`src/rtl/icache_refill_if.sv`:
```
// Fetch/icache/tag-store and memory-side signals of the icache refill controller.
// master: the refill controller; slave: the surrounding fetch/memory environment.
interface icache_refill_if;
    logic        miss;
    logic [31:0] pc;
    logic        stall;
    logic        busy;
    logic        mem_req;
    logic [31:0] mem_addr;
    logic        mem_gnt;
    logic        mem_valid;
    logic [63:0] mem_data;
    logic        fill;
    logic [4:0]  fill_idx;
    logic [63:0] stream;
    logic        tag_write;
    logic [4:0]  tag_idx;
    logic [23:0] tag_value;
    logic [15:0] refills;

    modport master (
        input  miss, pc, mem_gnt, mem_valid, mem_data,
        output stall, busy, mem_req, mem_addr, fill, fill_idx, stream,
               tag_write, tag_idx, tag_value, refills
    );

    modport slave (
        output miss, pc, mem_gnt, mem_valid, mem_data,
        input  stall, busy, mem_req, mem_addr, fill, fill_idx, stream,
               tag_write, tag_idx, tag_value, refills
    );
endinterface

```
`src/rtl/icache_refill_ctrl.sv`:
```
// Instruction-cache refill sequencer: stalls fetch on a tag miss, fetches the line
// beat by beat from memory, streams it into the icache and then writes the tag.
module icache_refill_ctrl #(
    parameter int LINE_BEATS = 4,
    parameter int OFF_W      = 2
) (
    input logic             clk,
    input logic             rst_n,
    icache_refill_if.master bus
);
    localparam int BW = (OFF_W > 0) ? OFF_W : 1;

    if (LINE_BEATS != (1 << OFF_W) || LINE_BEATS < 1 || LINE_BEATS > 32) begin : g_bad_params
        $error("icache_refill_ctrl: LINE_BEATS must be 2**OFF_W within 1..32");
    end

    typedef enum logic [1:0] {IDLE, REQ, FILL, TAG} state_t;

    state_t      state;
    logic [31:0] miss_pc;
    logic [BW-1:0] beat;
    logic [15:0] refill_cnt;
    logic [4:0]  base_idx;
    logic        unused_pc_lsb;

    // Masking rather than slicing keeps the 1-beat and 32-beat line sizes legal.
    assign base_idx      = miss_pc[7:3] & ~5'(LINE_BEATS - 1);
    assign bus.mem_addr  = {miss_pc[31:3], 3'b000} & ~(32'(LINE_BEATS - 1) << 3);
    assign bus.mem_req   = (state == REQ);
    assign bus.stall     = bus.miss | (state != IDLE);
    assign bus.tag_idx   = base_idx;
    assign bus.tag_value = miss_pc[31:8];
    assign bus.refills   = refill_cnt;
    assign unused_pc_lsb = ^miss_pc[2:0];

    always_ff @(posedge clk) begin
        if (!rst_n) begin
            state         <= IDLE;
            miss_pc       <= '0;
            beat          <= '0;
            refill_cnt    <= '0;
            bus.busy      <= 1'b0;
            bus.fill      <= 1'b0;
            bus.fill_idx  <= '0;
            bus.stream    <= '0;
            bus.tag_write <= 1'b0;
        end else begin
            bus.fill      <= 1'b0;
            bus.tag_write <= 1'b0;
            case (state)
                IDLE: begin
                    if (bus.miss) begin
                        miss_pc  <= bus.pc;
                        state    <= REQ;
                        bus.busy <= 1'b1;
                    end
                end
                REQ: begin
                    if (bus.mem_gnt) begin
                        state <= FILL;
                        beat  <= '0;
                    end
                end
                FILL: begin
                    if (bus.mem_valid) begin
                        bus.fill     <= 1'b1;
                        bus.stream   <= bus.mem_data;
                        bus.fill_idx <= base_idx | 5'(beat);
                        beat         <= beat + 1'b1;
                        // tag_write lands together with the last beat's fill write
                        if (beat == BW'(LINE_BEATS - 1)) begin
                            state         <= TAG;
                            bus.tag_write <= 1'b1;
                        end
                    end
                end
                TAG: begin
                    if (refill_cnt != '1) begin
                        refill_cnt <= refill_cnt + 16'd1;
                    end
                    state    <= IDLE;
                    bus.busy <= 1'b0;
                end
                default: begin
                    state    <= IDLE;
                    bus.busy <= 1'b0;
                end
            endcase
        end
    end
endmodule

```
`src/flat_wrapper.sv`:
```
// flat-port wrapper written by rule: the top's interface ports become plain ports
module icache_refill_ctrl_flat 
#(
    parameter int LINE_BEATS = 4,
    parameter int OFF_W      = 2
)
  (clk, rst_n, bus_miss, bus_pc, bus_mem_gnt, bus_mem_valid, bus_mem_data, bus_stall, bus_busy, bus_mem_req, bus_mem_addr, bus_fill, bus_fill_idx, bus_stream, bus_tag_write, bus_tag_idx, bus_tag_value, bus_refills);
  icache_refill_if bus_i ();
  input logic clk;
  input logic rst_n;
  input wire logic [$bits(bus_i.miss)-1:0] bus_miss;
  input wire logic [$bits(bus_i.pc)-1:0] bus_pc;
  input wire logic [$bits(bus_i.mem_gnt)-1:0] bus_mem_gnt;
  input wire logic [$bits(bus_i.mem_valid)-1:0] bus_mem_valid;
  input wire logic [$bits(bus_i.mem_data)-1:0] bus_mem_data;
  output wire logic [$bits(bus_i.stall)-1:0] bus_stall;
  output wire logic [$bits(bus_i.busy)-1:0] bus_busy;
  output wire logic [$bits(bus_i.mem_req)-1:0] bus_mem_req;
  output wire logic [$bits(bus_i.mem_addr)-1:0] bus_mem_addr;
  output wire logic [$bits(bus_i.fill)-1:0] bus_fill;
  output wire logic [$bits(bus_i.fill_idx)-1:0] bus_fill_idx;
  output wire logic [$bits(bus_i.stream)-1:0] bus_stream;
  output wire logic [$bits(bus_i.tag_write)-1:0] bus_tag_write;
  output wire logic [$bits(bus_i.tag_idx)-1:0] bus_tag_idx;
  output wire logic [$bits(bus_i.tag_value)-1:0] bus_tag_value;
  output wire logic [$bits(bus_i.refills)-1:0] bus_refills;
  assign bus_i.miss = bus_miss;
  assign bus_i.pc = bus_pc;
  assign bus_i.mem_gnt = bus_mem_gnt;
  assign bus_i.mem_valid = bus_mem_valid;
  assign bus_i.mem_data = bus_mem_data;
  assign bus_stall = bus_i.stall;
  assign bus_busy = bus_i.busy;
  assign bus_mem_req = bus_i.mem_req;
  assign bus_mem_addr = bus_i.mem_addr;
  assign bus_fill = bus_i.fill;
  assign bus_fill_idx = bus_i.fill_idx;
  assign bus_stream = bus_i.stream;
  assign bus_tag_write = bus_i.tag_write;
  assign bus_tag_idx = bus_i.tag_idx;
  assign bus_tag_value = bus_i.tag_value;
  assign bus_refills = bus_i.refills;
  icache_refill_ctrl #(.LINE_BEATS(LINE_BEATS), .OFF_W(OFF_W)) u_core (.clk(clk), .rst_n(rst_n), .bus(bus_i));
endmodule
```
`config.mk`:
```
export PLATFORM = sky130hd
export DESIGN_NAME = icache_refill_ctrl_flat
export DESIGN_NICKNAME = d
export VERILOG_FILES = /design/src/rtl/icache_refill_if.sv /design/src/rtl/icache_refill_ctrl.sv /design/src/flat_wrapper.sv
export SDC_FILE = /design/constraint.sdc
export NUM_CORES = 1
export LEC_CHECK = 0
export CAP_MARGIN = 20
export CORE_MARGIN = 5
export CORE_UTILIZATION = 39
export DETAILED_ROUTE_END_ITERATION = 6
export PLACE_DENSITY_LB_ADDON = 0.25
export RECOVER_POWER = 100
export SLEW_MARGIN = 25
export SYNTH_ARGS = -nofsm -noshare
export SYNTH_HDL_FRONTEND = slang
export SYNTH_SLANG_ARGS = --single-unit
```
`constraint.sdc`:
```
create_clock -name clk -period 2.3 [get_ports clk]
set_input_delay 0.46 -clock clk [delete_from_list [all_inputs] [get_ports clk]]
set_output_delay 0.46 -clock clk [all_outputs]
set_load 0.01 [all_outputs]
```
==> results.py, run 1 <==
metrics = {
    "layout": {
        "mostFrequentLayoutCells": "nand2_1 (204), dlygate4sd3_1 (143), dfxtp_1 (118), a21oi_1 (103), clkdlybuf4s50_1 (96)",
        "layout.cells.non_filler": 957,
        "design_area_mm2": 0.007641,
        "final_common_cell": "nand2_1",
        "drive_gt1_share_pct": 6.173,
        "fin_nets": 905,
        "diodes": 0,
        "syn_to_final_growth_pct": 61.01,
        "fillCellCount": 1020,
    },
    "timing": {
        "holdWs_ps": 448.8,
        "maxSlewHeadroom_pct": 47.55,
        "fmax_mhz": 459.6,
        "slew_violations": 0,
        "hold_viol": 0,
        "fin_crit_sh_pct": 94.60,
        "tightest_slew_ps": 786.7,
        "fin_skew_ps": 6.247,
        "grt_setup_unrepaired": "false",
        "setup_slack_ps": 124.2,
        "finalSetupTns_ps": 0,
        "final-setup-viol-count": 0,
        "timing.final.crit_period_ps": 2176,
    },
    "pwr": {
        "power_density_mw_per_mm2": 910.9,
        "p_leak_uw": 0.003185,
        "vdd_drop_max_v": 0.0004896,
    },
    "clock_tree": {
        "post_cts_buffers": 0,
        "cts_buffers": 17,
        "cts_tree": "yes",
        "clock_tree.buffer_depth": 2,
        "cts-root-buf": "clkbuf_16",
        "htreeDepth": 4,
        "clock_latency_ps": 410,
        "path_clk_slew_ps": 50,
        "cts.sinks": 119,
    },
    "detailed_routing": {
        "vias": 4707,
        "routed-wl-met3_mm": 1.671,
        "firstDrtPassIters": 4,
        "drc": 0,
        "wl_per_cell_um": 15.00,
        "avgViaCountPerCell": 4.918,
        "met1_length_mm": 5.446,
        "top_layer": "met4",
        "wl_met2_mm": 6.969,
        "drt-initial-drc-count": 222,
        "ant_nets": 0,
        "wl_mm": 14.35,
    },
    "place": {
        "placed_cell_area_mm2": 0.007086,
        "portBuffers": 239,
        "dpl.cell_count": 925,
        "dp_hpwl_mm": 10.52,
        "gp_congestion": 0.7893,
        "dp_slack_ps": 152.4,
    },
    "grt": {
        "grt_pass1_vias": 4590,
        "antenna_found_initial": 0,
        "grt_max_degree": 45,
        "grt_pass1_wl_mm": 22.49,
        "grt_overflow_total": 0,
        "grt_use_total_pct": 19.53,
    },
    "die": {
        "placementRows": 40,
        "initial_core_util_pct": 39.68,
        "die_w_um": 120.3,
        "design.die.area_mm2": 0.01447,
        "die_y_um": 120.3,
        "ios": 252,
        "coreArea_mm2": 0.01196,
    },
    "critical_path": {
        "cp.arrival_ps": 1720,
        "worst-setup-path-type": "flip-flop to output port",
        "cp-start-kind": "flip-flop",
        "path_max_fanout": 4,
        "crit_required_ps": 1840,
        "endpoint_kind": "output port",
    },
    "logic_synthesis": {
        "netlist_area_mm2": 0.004746,
        "synth_seq_cells": 119,
        "synth_cell_types": 46,
        "ys_seq_area_share_pct": 50.20,
        "ys_warn_count": 0,
        "syn_inst": 590,
        "async_flop_share_pct": 0,
        "yosys_most_used_dff": "dfxtp_1",
        "avgSynthCellArea_um2": 8.044,
        "synth_edf_count": 0,
    },
    "hold_path": {
        "hold_class": "flip-flop to flip-flop",
    },
    "job": {
        "maxCapViolations": 0,
    },
    "outcome": {
        "status": "completed",
    },
}
[worst max-delay path, cell delays in order (launching register included)]
cell,delay (ps)
dfxtp_1,370
inv_1,100
ha_1,230
dlygate4sd3_1,620
[worst paths after layout]
kind | startpoint | end | slack (ps) | cells past startpoint
max | u_core.state[1] | bus_mem_req | 120 | 3
min | u_core.bus.fill_idx[0] | u_core.bus.fill_idx[0] | 450 | 2
max reg2reg | u_core.bus.refills[12] | u_core.bus.refills[3] | 270 | 4
min reg2reg | u_core.bus.fill_idx[0] | u_core.bus.fill_idx[0] | 450 | 2
[cells in the mapped netlist, types with 2 or more instances]
| cell type | n | area, um^2 |
|---|---|---|
| nand2_1 | 205 | 769.5 |
| dfxtp_1 | 119 | 2382 |
| a21oi_1 | 103 | 515.5 |
| buf_4 | 34 | 255.2 |
| clkbuf_1 | 31 | 116.4 |
| nor2_1 | 13 | 48.80 |
| ha_1 | 7 | 87.58 |
| nand3_1 | 7 | 35.03 |
| o21ai_0 | 6 | 30.03 |
| inv_1 | 5 | 18.77 |
| nand2b_1 | 5 | 31.28 |
| nand4_1 | 5 | 31.28 |
| and3_1 | 3 | 18.77 |
| mux2i_1 | 3 | 30.03 |
| nor2b_1 | 3 | 18.77 |
| nor3_1 | 3 | 15.01 |
| a211oi_1 | 2 | 15.01 |
| a31oi_1 | 2 | 12.51 |
| and2_1 | 2 | 12.51 |
| and4_1 | 2 | 17.52 |
| buf_1 | 2 | 7.510 |
| o311ai_0 | 2 | 17.52 |
| o41ai_1 | 2 | 17.52 |
| or3_2 | 2 | 15.01 |
[kinds of logic (layout without fill, tap and decap cells)]
kind of cell               count (synthesis)  in the layout  share of synthesized area [%]
buffers and inverters                     73            287                          8.489
adders and majority gates                  7              7                          1.845
other                                      1              7                        0.07902
and+or+nand+nor                          259            259                          23.60
muxes                                      3              3                         0.6328
DFF                                      119            119                          50.20
AOI/OAI and AO/OA                        127            127                          14.98
xor gates and xnor gates                   1              1                         0.1846
[stage by stage]
stage / power, uW / utilization, %
after floorplan: 3489 / -
after global placement: 4392 / 59.24
after detailed placement: 4451 / 59.24
after CTS: 7200 / 64.41
after global routing: 7330 / 63.88
final: 6961 / 63.88
[per-layer routing]
metal	track usage, %	vias to the layer above
met5	0	-
met4	7.507	0
met3	10.66	18
met2	33.51	195
met1	19.96	2162
li1	-	2332
[power breakdown]
part           internal, uW  switching, uW
sequential             2320            149
combinational           839            933
clock                  1840            884
[what timing repair did]
action / 4_1_cts / 5_1_grt
hold buffers: 0 / 0
resized for setup: 0 / 2
endpoints found under the setup margin: 0 / 1
[state kept, by name, indices dropped and copies added (netlist names)]
register and count:
u_core.bus.stream 64, u_core.miss_pc 27, u_core.bus.refills 16, u_core.bus.fill_idx 5, u_core.beat 2, u_core.state 2
u_core.bus.busy 1, u_core.bus.fill 1, u_core.bus.tag_write 1
[layout make-up]
cell class	instances	area, um^2	share of cell area, %
timing repair buffer	250	2486	32.54
clock buffer	24	501.7	6.566
clock inverter	8	117.6	1.539
inverter	5	20.02	0.2620
sequential	119	2384	31.19
multi-input combinational	404	1948	25.50
tap	147	183.9	2.407
Note: power is estimated with default switching activity, not from simulation.
==> run 2: changes to the inputs <==
Settings changed: ABC_AREA from default to 1.
==> run 2 against run 1 <==
- hold slack improved by 25 ps
- count of clock-buffer cells in the layout fell by 6
- first-iteration DRC count rose by 15%
- sequential power rose by 9.7%
- sequential cell count did not move
- worst setup slack barely moved
- die area rose by 0.61%
- critical endpoint is now bus_stall
- highest routed layer unchanged
==> results.py, run 2 <==
metrics = {
    "layout": {
        "drive_gt1_share_pct": 5.821,
        "mostFrequentLayoutCells": "nor2_1 (237), dlygate4sd3_1 (143), dfxtp_1 (118), o21ai_0 (101), clkdlybuf4s50_1 (95)",
        "syn_to_final_growth_pct": 60.79,
        "largest_reg_flops": 64,
        "fin_nets": 954,
        "final_util_pct": 63.95,
        "final_common_cell": "nor2_1",
        "regMostFlops": "u_core.bus.stream",
        "layout.cells.non_filler": 1006,
        "diodes": 0,
    },
    "pwr": {
        "clkPwrFrac_pct": 35.5,
        "power_frac_comb_pct": 30.3,
        "swShare_pct": 30.65,
        "internal-power_uw": 5501,
        "power_density_mw_per_mm2": 1033,
        "p_leak_uw": 0.003344,
        "switching_power_uw": 2431,
        "vdd_drop_max_v": 0.0006857,
        "seq_power_share_pct": 34.2,
    },
    "logic_synthesis": {
        "synth.largest_area_cell": "dfxtp_1",
        "synth_cell_types": 25,
        "ys_top_cells_by_count": "nor2_1 (235), dfxtp_1 (119), o21ai_0 (101), nand2_1 (44), buf_4 (35)",
        "netlist_area_mm2": 0.004777,
        "avgSynthCellArea_um2": 7.488,
        "ys_top_cells_by_area": "dfxtp_1 (50%), nor2_1 (18%), o21ai_0 (11%)",
        "synth_edf_count": 0,
        "synth_seq_cells": 119,
        "ys_warn_count": 0,
        "netlist.area_leader.share_pct": 49.87,
        "ys_seq_area_share_pct": 49.87,
        "syn_inst": 638,
        "synth_most_common_cell": "nor2_1",
        "async_flop_share_pct": 0,
        "yosys_most_used_dff": "dfxtp_1",
    },
    "grt": {
        "grt_use_total_pct": 19.57,
        "grt_max_degree": 57,
        "antenna_found_initial": 0,
        "grt_overflow_total": 0,
        "grt_pass1_vias": 4652,
        "grt_pass1_wl_mm": 22.87,
    },
    "hold_path": {
        "min-delay-start": "u_core.bus.stream[4]",
        "hold_class": "flip-flop to flip-flop",
        "hold_path_end": "u_core.bus.stream[4]",
        "whs_path_depth": 2,
    },
    "critical_path": {
        "reg2reg_depth": 5,
        "worst-setup-path-type": "flip-flop to output port",
        "reg2reg_from": "u_core.bus.refills[8]",
        "path_max_fanout": 4,
        "regToRegSetupSlack_ps": 260,
        "endpoint_kind": "output port",
        "cp-start-kind": "flip-flop",
        "rr_endpoint": "u_core.bus.refills[3]",
        "crit_required_ps": 1840,
        "cp.arrival_ps": 1720,
        "startpoint": "u_core.state[1]",
    },
    "timing": {
        "slew_violations": 0,
        "holdWs_ps": 474.0,
        "setup_slack_ps": 124.4,
        "fin_skew_ps": 3.631,
        "timing.final.crit_period_ps": 2176,
        "finalSetupTns_ps": 0,
        "fmax_mhz": 459.6,
        "tightest_slew_ps": 896.5,
        "grt_setup_unrepaired": "false",
        "final-setup-viol-count": 0,
        "maxSlewHeadroom_pct": 40.06,
        "fin_crit_sh_pct": 94.59,
        "hold_viol": 0,
    },
    "die": {
        "die_y_um": 120.7,
        "initial_core_util_pct": 39.77,
        "design.die.area_mm2": 0.01456,
        "coreArea_mm2": 0.01201,
        "placementRows": 40,
        "die_w_um": 120.7,
        "ios": 252,
    },
    "clock_tree": {
        "clock_tree.buffer_depth": 2,
        "cts_tree": "yes",
        "htreeDepth": 4,
        "clock_latency_ps": 410,
        "cts_buffers": 17,
        "path_clk_slew_ps": 60,
        "cts.sinks": 119,
        "cts-root-buf": "clkbuf_16",
    },
    "detailed_routing": {
        "wl_per_cell_um": 14.38,
        "drt-initial-drc-count": 256,
        "routed-wl-met3_mm": 1.256,
        "avgViaCountPerCell": 4.815,
        "drc": 0,
        "ant_nets": 0,
        "top_layer": "met4",
        "wl_met2_mm": 7.087,
        "firstDrtPassIters": 4,
        "met1_length_mm": 5.619,
        "vias": 4844,
        "wl_mm": 14.47,
    },
    "place": {
        "gp_congestion": 0.8160,
        "dp_hpwl_mm": 10.80,
        "dpl.cell_count": 974,
        "portBuffers": 239,
        "dp_slack_ps": 258.1,
    },
    "outcome": {
        "status": "completed",
    },
    "job": {
        "maxCapViolations": 0,
    },
}
-- run 2: layout make-up --
cell class                 count  area, um^2
fill                        1045        4330
multi-input combinational    440        1927
clock buffer                  18       439.2
timing repair buffer         248        2474
tap                          147       183.9
clock inverter                14       198.9
sequential                   119        2384
inverter                      20       75.07
-- run 2: cells by family (layout without fill, tap and decap cells) --
logic type / count (synthesis) / after routing / share of synthesized area [%]
AOI/OAI and AO/OA: 120 / 120 / 12.83
adders and majority gates: 7 / 7 / 1.833
buffers and inverters: 85 / 300 / 9.743
DFF: 119 / 119 / 49.87
other: 1 / 7 / 0.07850
and+or+nand+nor: 306 / 306 / 25.64
-- run 2: metal layers --
| layer | up-vias | track usage [%] |
|---|---|---|
| met5 | - | 0 |
| met4 | 0 | 9.844 |
| met3 | 32 | 7.390 |
| met2 | 194 | 33.43 |
| met1 | 2196 | 21.16 |
| li1 | 2422 | - |
-- run 2: what timing repair did --
action,CTS,global route
setup endpoints to repair,0,1
buffers inserted,0,0
gates resized for setup,0,1
hold buffers,0,0
-- run 2: how the worst max path moves through the flow --
stage / end / depth (start not counted)
finish: bus_stall / 4
global route: bus_stall / 4
CTS: bus_stall / 4
detailed placement: bus_stall / 4
global placement: bus_stall / 4
floorplan: u_core.bus.stream[53] / 8
-- run 2: power by group through the flow --
stage / Combinational, uW / Clock, uW / Sequential (uW)
floorplan: 1140 / 0 / 2920
global placement: 2570 / 0 / 2750
detailed placement: 2640 / 0 / 2780
CTS: 2660 / 2860 / 2740
global route: 2650 / 2970 / 2770
finish: 2400 / 2810 / 2710
-- run 2: metrics by stage --
step | power [uW] | cell area [um^2]
after floorplan | 4067 | 4800
after global placement | 5322 | 7088
after detailed placement | 5423 | 7088
after CTS | 8256 | 7726
after global routing | 8398 | 7681
final | 7932 | 7681
-- run 2: worst max-delay path, stage by stage (launching register included) --
cell	delay, ps
dfxtp_1	360
inv_1	100
ha_1	220
nand2_1	100
clkdlybuf4s50_1	530
